==> src/rtl/ddr3_avl_arbiter.sv <==
// ddr3_avl_arbiter
// Shares the DDR3 controller's Avalon-MM command port between the frame read
// master and the frame write master. Round-robin between the two, with write
// bursts never split and ownership held for up to MAX_HOLD commands or bursts
// while the other master waits.
// Optional feature macro: ARB_PERF_COUNT_EN adds perf_clear and the
// perf_rd_cmds / perf_wr_beats / perf_stall_cycles counters.
module ddr3_avl_arbiter #(
    parameter int MAX_HOLD = 16,
    parameter int ADDR_W   = 26,
    parameter int DATA_W   = 128
) (
    input  logic                ddr3_clk,
    input  logic                ddr3_reset_n,
    // read master
    input  logic                rd_avl_read_req,
    input  logic                rd_avl_burstbegin,
    input  logic [ADDR_W-1:0]   rd_avl_addr,
    input  logic [2:0]          rd_avl_size,
    output logic                rd_avl_ready,
    output logic                rd_avl_read_data_valid,
    output logic [DATA_W-1:0]   rd_avl_read_data,
    // write master
    input  logic                wr_avl_write_req,
    input  logic                wr_avl_burstbegin,
    input  logic [ADDR_W-1:0]   wr_avl_addr,
    input  logic [2:0]          wr_avl_size,
    input  logic [DATA_W-1:0]   wr_avl_wdata,
    input  logic [DATA_W/8-1:0] wr_avl_be,
    output logic                wr_avl_ready,
    // DDR3 controller
    input  logic                ddr3_avl_ready,
    output logic                ddr3_avl_burstbegin,
    output logic                ddr3_avl_read_req,
    output logic                ddr3_avl_write_req,
    output logic [ADDR_W-1:0]   ddr3_avl_addr,
    output logic [2:0]          ddr3_avl_size,
    output logic [DATA_W-1:0]   ddr3_avl_wdata,
    output logic [DATA_W/8-1:0] ddr3_avl_be,
    input  logic                ddr3_avl_read_data_valid,
    input  logic [DATA_W-1:0]   ddr3_avl_read_data,
    output logic [1:0]          grant
`ifdef ARB_PERF_COUNT_EN
    ,
    input  logic                perf_clear,
    output logic [31:0]         perf_rd_cmds,
    output logic [31:0]         perf_wr_beats,
    output logic [31:0]         perf_stall_cycles
`endif
);

    localparam int BE_W   = DATA_W / 8;
    localparam int HOLD_W = (MAX_HOLD > 2) ? $clog2(MAX_HOLD) : 1;
    localparam logic [HOLD_W-1:0] HOLD_LAST = HOLD_W'(MAX_HOLD - 1);

    // State encoding doubles as the one-hot grant vector.
    typedef enum logic [1:0] {
        IDLE   = 2'b00,
        OWN_RD = 2'b01,
        OWN_WR = 2'b10
    } state_t;

    state_t             state_q, state_d;
    logic [HOLD_W-1:0]  hold_cnt_q, hold_cnt_d;
    logic [2:0]         beat_cnt_q, beat_cnt_d;
    logic               last_wr_q, last_wr_d;   // 1: write master owned last

    logic               rd_accept;
    logic               wr_accept;
    logic               burst_done;
    logic [2:0]         size_m1;

    assign rd_accept = (state_q == OWN_RD) && rd_avl_read_req && ddr3_avl_ready;
    assign wr_accept = (state_q == OWN_WR) && wr_avl_write_req && ddr3_avl_ready;

    // A size of 0 is treated as a single-beat burst.
    assign size_m1 = (wr_avl_size == 3'd0) ? 3'd0 : wr_avl_size - 3'd1;

    // beat_cnt == 0 means no burst is open, so the accepted beat starts one.
    assign burst_done = wr_accept &&
                        ((beat_cnt_q == 3'd0) ? (size_m1 == 3'd0) : (beat_cnt_q == 3'd1));

    assign grant = state_q;

    // Read data returns straight to the read master regardless of ownership.
    assign rd_avl_read_data_valid = ddr3_avl_read_data_valid;
    assign rd_avl_read_data       = ddr3_avl_read_data;

    // Next-state: arbitration in IDLE, hold/burst tracking while owned.
    always_comb begin
        state_d    = state_q;
        hold_cnt_d = hold_cnt_q;
        beat_cnt_d = beat_cnt_q;
        last_wr_d  = last_wr_q;
        case (state_q)
            IDLE: begin
                hold_cnt_d = '0;
                beat_cnt_d = '0;
                if (rd_avl_read_req && wr_avl_write_req) begin
                    state_d = last_wr_q ? OWN_RD : OWN_WR;
                end else if (rd_avl_read_req) begin
                    state_d = OWN_RD;
                end else if (wr_avl_write_req) begin
                    state_d = OWN_WR;
                end
            end
            OWN_RD: begin
                if (rd_accept) begin
                    if ((hold_cnt_q == HOLD_LAST) && wr_avl_write_req) begin
                        state_d   = IDLE;
                        last_wr_d = 1'b0;
                    end else if (hold_cnt_q != HOLD_LAST) begin
                        hold_cnt_d = hold_cnt_q + HOLD_W'(1);
                    end
                end else if (!rd_avl_read_req) begin
                    state_d   = IDLE;
                    last_wr_d = 1'b0;
                end
            end
            OWN_WR: begin
                if (wr_accept) begin
                    beat_cnt_d = (beat_cnt_q == 3'd0) ? size_m1 : beat_cnt_q - 3'd1;
                    // Hold limit and the read request only matter between bursts.
                    if (burst_done) begin
                        if ((hold_cnt_q == HOLD_LAST) && rd_avl_read_req) begin
                            state_d   = IDLE;
                            last_wr_d = 1'b1;
                        end else if (hold_cnt_q != HOLD_LAST) begin
                            hold_cnt_d = hold_cnt_q + HOLD_W'(1);
                        end
                    end
                end else if ((beat_cnt_q == 3'd0) && !wr_avl_write_req) begin
                    // A writer that drops req mid-burst keeps the grant.
                    state_d   = IDLE;
                    last_wr_d = 1'b1;
                end
            end
            default: begin
                state_d = IDLE;
            end
        endcase
    end

    // Arbiter state registers.
    always_ff @(posedge ddr3_clk or negedge ddr3_reset_n) begin
        if (!ddr3_reset_n) begin
            state_q    <= IDLE;
            hold_cnt_q <= '0;
            beat_cnt_q <= '0;
            last_wr_q  <= 1'b1;
        end else begin
            state_q    <= state_d;
            hold_cnt_q <= hold_cnt_d;
            beat_cnt_q <= beat_cnt_d;
            last_wr_q  <= last_wr_d;
        end
    end

    // Downstream command mux and per-master ready, qualified by the grant.
    always_comb begin
        ddr3_avl_burstbegin = 1'b0;
        ddr3_avl_read_req   = 1'b0;
        ddr3_avl_write_req  = 1'b0;
        ddr3_avl_addr       = '0;
        ddr3_avl_size       = '0;
        ddr3_avl_wdata      = '0;
        ddr3_avl_be         = {BE_W{1'b0}};
        rd_avl_ready        = 1'b0;
        wr_avl_ready        = 1'b0;
        case (state_q)
            OWN_RD: begin
                ddr3_avl_burstbegin = rd_avl_burstbegin;
                ddr3_avl_read_req   = rd_avl_read_req;
                ddr3_avl_addr       = rd_avl_addr;
                ddr3_avl_size       = rd_avl_size;
                rd_avl_ready        = ddr3_avl_ready;
            end
            OWN_WR: begin
                ddr3_avl_burstbegin = wr_avl_burstbegin;
                ddr3_avl_write_req  = wr_avl_write_req;
                ddr3_avl_addr       = wr_avl_addr;
                ddr3_avl_size       = wr_avl_size;
                ddr3_avl_wdata      = wr_avl_wdata;
                ddr3_avl_be         = wr_avl_be;
                wr_avl_ready        = ddr3_avl_ready;
            end
            default: begin
            end
        endcase
    end

`ifdef ARB_PERF_COUNT_EN
    logic [31:0] perf_rd_cmds_q, perf_rd_cmds_d;
    logic [31:0] perf_wr_beats_q, perf_wr_beats_d;
    logic [31:0] perf_stall_cycles_q, perf_stall_cycles_d;
    logic        stall;

    assign stall = (((state_q == OWN_RD) && rd_avl_read_req) ||
                    ((state_q == OWN_WR) && wr_avl_write_req)) && !ddr3_avl_ready;

    // Performance counters: free-running wrap, clear has priority.
    always_comb begin
        perf_rd_cmds_d      = perf_rd_cmds_q + {31'd0, rd_accept};
        perf_wr_beats_d     = perf_wr_beats_q + {31'd0, wr_accept};
        perf_stall_cycles_d = perf_stall_cycles_q + {31'd0, stall};
        if (perf_clear) begin
            perf_rd_cmds_d      = '0;
            perf_wr_beats_d     = '0;
            perf_stall_cycles_d = '0;
        end
    end

    // Performance counter registers.
    always_ff @(posedge ddr3_clk or negedge ddr3_reset_n) begin
        if (!ddr3_reset_n) begin
            perf_rd_cmds_q      <= '0;
            perf_wr_beats_q     <= '0;
            perf_stall_cycles_q <= '0;
        end else begin
            perf_rd_cmds_q      <= perf_rd_cmds_d;
            perf_wr_beats_q     <= perf_wr_beats_d;
            perf_stall_cycles_q <= perf_stall_cycles_d;
        end
    end

    assign perf_rd_cmds      = perf_rd_cmds_q;
    assign perf_wr_beats     = perf_wr_beats_q;
    assign perf_stall_cycles = perf_stall_cycles_q;
`endif

endmodule

==> config.mk <==
export PLATFORM = sky130hd
export DESIGN_NAME = ddr3_avl_arbiter
export DESIGN_NICKNAME = d
export VERILOG_FILES = /design/src/rtl/ddr3_avl_arbiter.sv
export SDC_FILE = /design/constraint.sdc
export NUM_CORES = 1
export LEC_CHECK = 0
export CAP_MARGIN = 20
export CORE_AREA = 2 2 250 252
export CTS_CLUSTER_DIAMETER = 60
export CTS_CLUSTER_SIZE = 16
export DETAILED_ROUTE_END_ITERATION = 10
export DIE_AREA = 0 0 252 254
export GPL_ROUTABILITY_DRIVEN = 0
export MAX_ROUTING_LAYER = met4
export PLACE_DENSITY_LB_ADDON = 0.1
export SLEW_MARGIN = 20
export SYNTH_ARGS = -nofsm -noshare
export SYNTH_HDL_FRONTEND = slang
export SYNTH_SLANG_ARGS = --single-unit
==> constraint.sdc <==
create_clock -name ddr3_clk -period 2.25 [get_ports ddr3_clk]
set_clock_uncertainty 0.15 [all_clocks]
set_input_delay 0.45 -clock ddr3_clk [delete_from_list [all_inputs] [get_ports ddr3_clk]]
set_output_delay 0.45 -clock ddr3_clk [all_outputs]
set_load 0.1 [all_outputs]
==> results.yml <==
final_layout:
  n_fill_cell: 6725
  area_growth_pct: 239
  utilization_pct: 17.4
  postLayoutCellArea_mm2: 0.0107
  stdcell_count: 1545
  final_nets: 1100
  drive_gt1_share_pct: 64.0
synthesis:
  netlist_instances: 454
  ys_seq_elements: 10
  ys_seq_area_share_pct: 7.98
  synthTopCellsByCount: "and2_1 (147), buf_4 (129), nor2_1 (31)"
  ys_async_sr_fraction_pct: 100
  synth_warnings: 0
  synth.top_cells.by_area: "buf_4 (31%), and2_1 (29%), a22oi_1 (7.1%), dfrtp_1 (7.1%), ha_1 (4.0%)"
  synth-main-ff-cell: "dfrtp_1"
  syn_nets: 802
  yosys.cell_types.count: 38
  synth.cell_area_mm2: 0.00315
  postSynthAreaPerCell_um2: 6.94
  synth_top_area_share_pct: 30.7
  yosysMostFrequentCell: "and2_1"
  synth_edf_count: 0
  yosysTopAreaCell: "buf_4"
setup_path:
  worstSetupEndpointType: "primary output"
  r2r_slack_ps: 30
  rr_startpoint: "grant[1]"
  reg2regPathDepth: 10
  cp-endpoint: "ddr3_avl_addr[10]"
  required_ps: 1650
  r2r-end: "grant[1]"
  crit_path_max_fanout: 6
  startpoint: "grant[1]"
  critPathKind: "flop to primary output"
  worstPathArrival_ps: 1820
  start_kind: "flop"
sta:
  fin_hold_ws_ps: 369
  max_slew.worst_pin.slew_ps: 551
  fmax_ghz: 0.413
  finalCriticalPeriod_ps: 2420
  setup_tns_ps: -19560
  rsz0062_at_grt: "yes"
  slew_viol_final: 0
  timing.final.ws_setup_ps: -169
  setup_viol: 175
  hold_viol: 0
  max_slew_margin_pct: 63.1
  finalCritPeriodShare_pct: 108
floorplan:
  start_util_pct: 5.14
  die_area_mm2: 0.0640
  die_y_um: 254
  coreArea_mm2: 0.0613
  dieWidth_um: 252
  std_cell_rows: 91
  io_pins: 647
clock_network:
  cts.sinks: 10
  cts_tree: "done"
  clock_latency_ps: 240
  numCtsBuffers: 3
  holdBufCountCts: 0
  root_buffer: "clkbuf_16"
  cts_buffer_depth: 2
  htree_levels: 1
  clkTransAtPathRegs_ps: 40
run:
  maxCapViolCount: 0
drt:
  first_pass_iters: 4
  antenna_left: 0
  drcViolationCount: 0
  wl_per_cell_um: 17.4
  avgViaCountPerCell: 2.71
  drt_wl_total_um: 26900
  drtIter0Drc: 123
  dr_total_vias: 4187
placement:
  post-dp-hpwl_um: 22500
  dp.cells: 1505
  post_dp_cell_area_mm2: 0.00980
  io_buffers: 388
grt:
  grt_max_degree: 28
  grt_pass1_wl_um: 35000
  antenna_found_initial: 4
  grt-ovfl-total: 0
  grt_pass1_vias: 4344
  grt.total_usage_pct: 7.85
run_status:
  status: "complete, but fails checks"
  violations: "negative setup slack"
pwr:
  powerDensity_mw_per_mm2: 1630
  ir_worst_vdd_mv: 0.459
  p_leak_nw: 4.05
min_path:
  hold_path_depth: 1
  hold_class: "flop to flop"
## cell families (layout without fill, tap and decap cells)
| logic type | Yosys count | in the layout | share of synthesized area, % |
|---|---|---|---|
| simple gates | 210 | 210 | 38.3 |
| compound gates | 55 | 55 | 13.3 |
| buf+inv | 165 | 462 | 35.1 |
| flops | 10 | 10 | 7.98 |
| other cells | 0 | 4 | 0 |
| fa+ha+maj | 10 | 10 | 3.97 |
| mux | 4 | 4 | 1.31 |
## sequential cells by signal, summed over array words and instances, names as in the netlist
signal and flops:
hold_cnt_q 4, beat_cnt_q 3, grant 2, last_wr_q 1
## metrics by stage
step	setup WS (ps)	total power [mW]
final	-169	17.4
after global routing	-225	18.0
after CTS	-206	17.3
after detailed placement	-365	15.9
after global placement	-371	16.0
after floorplan	-306	11.3
## where the power goes
part / internal [mW] / switching [mW] / leakage [nW]
clock network: 0.268 / 0.0927 / 0.0442
logic: 6.67 / 10.0 / 3.87
registers: 0.261 / 0.0637 / 0.128
total: 7.20 / 10.2 / 4.05
## layout by cell type, fill, tap and decap left out, types with 7 or more instances in the layout
master	n
buf_4	21
nor2_4	30
nand3_1	8
and2_4	147
dfrtp_1	7
clkbuf_16	8
buf_12	199
a22oi_2	28
buf_6	8
clkdlybuf4s50_1	205
nand2_1	9
## how the worst min path moves through the flow
stage	startpoint	to	slack [ps]
2_1_floorplan	ddr3_reset_n	beat_cnt_q[0]	4
3_3_place_gp	beat_cnt_q[1]	beat_cnt_q[1]	360
3_5_place_dp	beat_cnt_q[1]	beat_cnt_q[1]	350
4_1_cts	beat_cnt_q[1]	beat_cnt_q[1]	360
5_1_grt	beat_cnt_q[1]	beat_cnt_q[1]	410
6_report	beat_cnt_q[1]	beat_cnt_q[1]	370
## repair_timing
item / in CTS / in global routing
endpoints found under the setup margin: 181 / 186
pin swaps: 14 / 28
gates resized for setup: 51 / 37
buffers inserted: 23 / 2
gates cloned: 4 / 5
## metal layers
layer	up-vias	routed length, um	global-route usage (%)
li1	1932	-	-
met1	1915	10400	8.89
met2	336	12700	12.3
met3	4	3690	4.84
met4	0	92	0.372
met5	-	0	-
## worst max-delay path, cell delays in order, from the launching register on
cell,delay (ps)
dfrtp_4,470
buf_6,130
ha_4,220
buf_16,170
buf_12,140
a22oi_2,220
nor2_4,60
buf_12,160
## layout make-up
class                   count  area (um2)  area share, %
diodes                      4        10.0         0.0938
flip-flops and latches     10         259           2.43
well taps                 790         988           9.26
multi-input cells         279        2660           24.9
clock buffers               4        88.8          0.833
repair buffers            449        6620           62.1
inverters                   9        46.3          0.434
(Power assumes the default switching activity.)
==> edit 1 (same settings) <==
The parameter `MAX_HOLD` goes from 16 to 8.
--- a/src/rtl/ddr3_avl_arbiter.sv
+++ b/src/rtl/ddr3_avl_arbiter.sv
@@ -6,7 +6,7 @@
 // Optional feature macro: ARB_PERF_COUNT_EN adds perf_clear and the
 // perf_rd_cmds / perf_wr_beats / perf_stall_cycles counters.
 module ddr3_avl_arbiter #(
-    parameter int MAX_HOLD = 16,
+    parameter int MAX_HOLD = 8,
     parameter int ADDR_W   = 26,
     parameter int DATA_W   = 128
 ) (
Formal check against the unedited RTL: same outputs for any inputs over 4 cycles, from zero or initial values and one cycle with ddr3_reset_n low; that may be too few to reach the edited logic, so the function may still have changed.
==> edit 1 against the original RTL <==
The run still ends with negative setup slack left. Sequential cell count decreased by 1. Non-clock buffer count increased by 8. Routed wire length down 1.1%. Area after synthesis fell by 1.7%. Largest power group unchanged. Power rose by 14%. Critical path depth is the same. Worst setup slack improved by 44 ps. Cell area down 0.64%. Register-to-register slack got worse by 70 ps. Count of clock-buffer cells in the layout stayed put. Clock power down 12%. Global-route usage decreased by 0.39 points.
==> edit 1: results (changes against the original RTL) <==
| Metric | Value |
|---|---|
| Met2 WL | 13000 µm (+2.7%) |
| # nets final | 1099 (-0.091%) |
| Worst Slack Setup Final | -125 ps (+43.5 ps) |
| Sequential fraction of the synthesis area | 7.31% (-0.67 points) |
| Worst skew pair latency | 230 ps |
| Uppermost routed layer | met4 |
| Placed Area | 0.00977 mm² (-0.32%) |
| Post-synth top cells | and2_1 (149), buf_4 (130), nor2_1 (35) |
| Input/output buffers | 388 (unchanged) |
| Failing checks | negative setup slack |
| CTS buffer count | 3 (unchanged) |
| Reg-to-reg endpoint | hold_cnt_q[0] |
| Mux contribution to synthesized area | 2.10% (+0.79 points) |
| GR Layer Usage met1 | 7.20% (-1.7 points) |
| Reg clk slew, reported paths | 40 ps (about the same) |
| Hpwl dp | 22400 µm (-0.19%) |
| R2R cell count | 8 (-2) |
| Netlist cell types | 36 (-5.3%) |
| First-pass GRT wire length | 33200 µm (-5.0%) |
| Synth Area in Compound Gates | 12.0% (-1.3 points) |
| Vias in the first global route | 4300 (-1.0%) |
| Synth Net Count | 793 (-1.1%) |
| Synth Flop Type | dfrtp_1 |
| WL final | 26500 µm (-1.1%) |
| Initial drt markers | 68 (-45%) |
| Fill count | 6746 (+0.31%) |
| Wire length on met3 | 4020 µm (+9.0%) |
| Slew HR | 68.8% (+5.7 points) |
| Synth warnings | 0 (unchanged) |
| Max stage delay on crit path | 490 ps (+20 ps) |
| Worst slack, placed | -471 ps (-106 ps) |
| Beginning of the critical path | grant[0] |
| Largest net degree at the start of global routing | 31 (+11%) |
| Max IR drop VDD | 0.640 mV (+39%) |
| Share of cells above drive strength 1 | 63.4% (-0.63 points) |
| Static Leakage | 0.00404 µW (-0.17%) |
| Total GRT Usage | 7.46% (-0.39 points) |
| Vias per cell | 2.69 (-0.87%) |
| Cell count after synthesis | 444 (-2.2%) |
| Arrival @ worst endpoint | 1780 ps (-40 ps) |
| Outcome | complete, but fails checks |
| Met2 usage | 12.7% (+0.37 points) |
| CP max stage cell | dfrtp_4 |
| Synth area leaders | buf_4 (32%), and2_1 (30%), a22oi_1 (7.3%) |
| FF-to-FF Start | grant[1] |
| Setup TNS | -11330 ps (+8230 ps) |
| Synth Area in Adders | 4.44% (+0.47 points) |
| Synth Area in XOR/XNOR | 0% (unchanged) |
| Final std cells w/o fill | 1543 (-0.13%) |
| R2R setup slack | -40 ps (-70 ps) |
| Setup crit end | ddr3_avl_wdata[58] |
| M3 GR Usage | 5.19% (+0.35 points) |
| Final core utilization | 17.3% (-0.11 points) |
| Final setup viols | 152 (-13%) |
| Met1 Wirelength | 9330 µm (-10%) |
-- edit 1: changes by cell type after synthesis, sizes merged, moves of 3 or more --
cell / unedited run / this run
o21ai: 11 / 4
nor2: 31 / 35
nand2: 11 / 8
nand3: 9 / 4
-- edit 1: repair_timing --
action	CTS	global route
setup endpoints to repair	181	180
hold buffers	0	0
pin swaps	21	55
setup buffers	13	2
gates resized for setup	48	9
cloned	5	10
-- edit 1: worst min path at each step --
stage	from	endpoint	slack (ps)	cells after the start
2_1_floorplan	ddr3_reset_n	beat_cnt_q[0]	4	0
3_5_place_dp	beat_cnt_q[1]	beat_cnt_q[1]	320	1
6_report	beat_cnt_q[1]	beat_cnt_q[1]	330	1
3_3_place_gp	beat_cnt_q[1]	beat_cnt_q[1]	320	1
5_1_grt	last_wr_q	last_wr_q	380	1
4_1_cts	beat_cnt_q[1]	beat_cnt_q[1]	330	1
-- edit 1: area by class of cell --
type / count / area share [%]
Multi-Input combinational cell: 269 / 23.9
Sequential cell: 9 / 2.21
Tap cell: 790 / 9.32
Timing Repair Buffer: 457 / 63.2
Inverter: 10 / 0.543
Clock buffer: 4 / 0.744
Antenna cell: 4 / 0.0944
-- edit 1: report_power, final --
group / leakage [µW] / total (µW) / switching (µW) / internal, µW
sequential: 0.000114 / 304 / 58.4 / 245
clock: 0.0000382 / 316 / 78.9 / 237
combinational: 0.00389 / 19100 / 11400 / 7730
total: 0.00404 / 19700 / 11500 / 8210
-- edit 1: worst register-to-register path: stages (launching register included) --
cell and delay (ps):
dfrtp_4 500, ha_4 210, buf_12 160, buf_16 150, buf_6 120, a21oi_2 140, nor2b_2 60, a2111oi_4 350
mux2_4 330
-- edit 1: cell families after synthesis --
group / Yosys count
simple gates: 205
buf+inv: 166
compound gates: 47
fa+ha+maj: 11
flops: 9
mux: 6
==> edit 2 (same flow settings) <==
Without the edit above. Add a define of `ARB_PERF_COUNT_EN`.
--- a/src/rtl/ddr3_avl_arbiter.sv
+++ b/src/rtl/ddr3_avl_arbiter.sv
@@ -5,6 +5,8 @@
 // while the other master waits.
 // Optional feature macro: ARB_PERF_COUNT_EN adds perf_clear and the
 // perf_rd_cmds / perf_wr_beats / perf_stall_cycles counters.
+`define ARB_PERF_COUNT_EN
+
 module ddr3_avl_arbiter #(
     parameter int MAX_HOLD = 16,
     parameter int ADDR_W   = 26,
Interface: changed (added perf_clear, perf_rd_cmds, perf_stall_cycles and perf_wr_beats); port bits go from 647 to 744. No check against the original RTL was run, so the function may have changed too.
==> edit 2 against the original RTL <==
The run still ends with negative setup slack left. Sequential cell count up 96. Area after synthesis grew to 2.5 times the old value. Synthesized cell count increased by 110%. Worst setup slack got worse by 280 ps. Routed wire length is 110% higher. Cell area is 71% higher. Count of clock-buffer cells in the layout grew 6. Power increased by 16%. Critical endpoint is now ddr3_avl_wdata[34]. Highest routed layer unchanged.
==> edit 2: results (changes against the original RTL) <==
| Metric | Value |
|---|---|
| Worst skew pair latency | 380 ps (+140 ps) |
| CTS root buf | clkbuf_16 |
| Slew HR | 68.9% (+5.8 points) |
| CP max FO | 7 (+1) |
| # nets final | 1785 (+62%) |
| Synth Net Count | 1294 (+61%) |
| Outcome | complete, but fails checks |
| H-tree levels | 3 (+2) |
| CTS buffer count | 9 (+6) |
| Resized Gates After CTS | 53 (+3.9%) |
| Initial antenna violation count | 61 (+57) |
| Largest net degree at the start of global routing | 54 (+93%) |
| Total GRT Usage | 16.3% (+8.5 points) |
| Sw Share | 52.2% (-6.4 points) |
| Placed Area | 0.0159 mm² (+63%) |
| Reg-to-reg endpoint | perf_wr_beats[31] |
| CTS Hold Bufs | 1 (+1) |
| Min-delay src | perf_clear |
| Logic gate share of total power | 81.9% (-14 points) |
| Hold Fails Final Rpt | 0 (unchanged) |
| Initial drt markers | 338 (+170%) |
| Vias in the first global route | 8572 (+97%) |
| CP max stage cell | dfrtp_4 |
| Layout area overhead | 130% |
| Dpl cells | 2138 (+42%) |
| Setup TNS | -83290 ps (-63730 ps) |
| Fraction of registers with async set/reset | 100% (unchanged) |
| Worst slack, placed | -809 ps (-444 ps) |
| FF-to-FF Start | grant[0] |
| Failing checks | negative setup slack |
| Final setup viols | 252 (+44%) |
| Number of buffers inserted by post-CTS setup repair | 5 (-78%) |
| Min-delay worst type | in -> reg |
| Worst Slack Setup Final | -453 ps (-284 ps) |
| Post-synth top cells | and2_1 (154), buf_4 (129), dfrtp_1 (105) |
| Share of cells above drive strength 1 | 55.3% (-8.8 points) |
| Sequential fraction of the synthesis area | 33.4% (+25 points) |
| Vias per cell | 3.81 (+40%) |
| Netlist cell types | 53 (+39%) |
| Synth warnings | 0 (unchanged) |
| Static Leakage | 0.00771 µW (+91%) |
| Arrival @ worst endpoint | 2100 ps (+280 ps) |
| PD cells | 1100 mW/mm² (-32%) |
| Hpwl dp | 43800 µm (+95%) |
| Hold_ws | 321 ps (-47.5 ps) |
| First-pass GRT wire length | 70100 µm (+100%) |
| Max stage delay on crit path | 500 ps (+30 ps) |
| Worst hold stages | 2 (+1) |
| Final std cells w/o fill | 2275 (+47%) |
| Input/output buffers | 485 (+25%) |
| Synth area leaders | dfrtp_1 (33%), buf_4 (12%), and2_1 (12%) |
| Seq pwr share | 10.2% (+8.3 points) |
| Avg Cell Area, Syn | 8.46 µm² (+22%) |
| Min-Delay Endpoint | perf_wr_beats[9] |
| Fill count | 6382 (-5.1%) |
| DR WL/cell | 24.3 µm (+40%) |
| Reg clk slew, reported paths | 80 ps (+40 ps) |
| R2R cell count | 10 (unchanged) |
| Max IR drop VDD | 0.575 mV (+25%) |
-- edit 2: cells by family (layout without fill, tap and decap cells) --
family | after synthesis | count (layout) | share of synthesized area (%)
flip-flops | 106 | 106 | 33.4
multiplexers | 8 | 8 | 1.10
AND/OR/NAND/NOR | 459 | 459 | 32.5
XOR/XNOR | 76 | 76 | 8.38
buffers and inverters | 195 | 691 | 15.5
AO/OA/AOI/OAI | 79 | 79 | 6.67
other | 0 | 50 | 0
adder cells (fa/ha/maj) | 16 | 16 | 2.52
-- edit 2: how the worst max path moves through the flow --
stage / slack, ps / end / cells past startpoint / from
final: -450 / ddr3_avl_wdata[34] / 8 / grant[1]
after floorplan: -740 / perf_wr_beats[31] / 11 / grant[0]
after CTS: -500 / perf_wr_beats[31] / 10 / grant[0]
after detailed placement: -810 / perf_wr_beats[31] / 9 / wr_avl_write_req
after global placement: -770 / perf_wr_beats[31] / 9 / wr_avl_write_req
after global routing: -590 / perf_wr_beats[31] / 10 / grant[0]
-- edit 2: area by class of cell --
cell class,instances,area share (%)
multi-input combinational,638,29.9
inverter,20,0.493
timing repair buffer,655,47.3
clock inverter,6,0.274
tap,790,5.41
sequential,106,14.7
clock buffer,10,1.25
antenna,50,0.685
-- edit 2: worst register-to-register path: cells and delay by family (launching register included) --
family	cells	cell delay (ps)
AND/OR/NAND/NOR	5	1180
flip-flops	1	490
multiplexers	1	330
adder cells (fa/ha/maj)	2	300
buffers and inverters	2	150
-- edit 2: per-layer routing --
metal	track usage (%)	vias up	wire [µm]
met5	-	-	0
met4	5.44	0	1770
met3	6.63	100	4520
met2	30.1	331	29700
met1	15.3	4181	19300
li1	-	4050	-
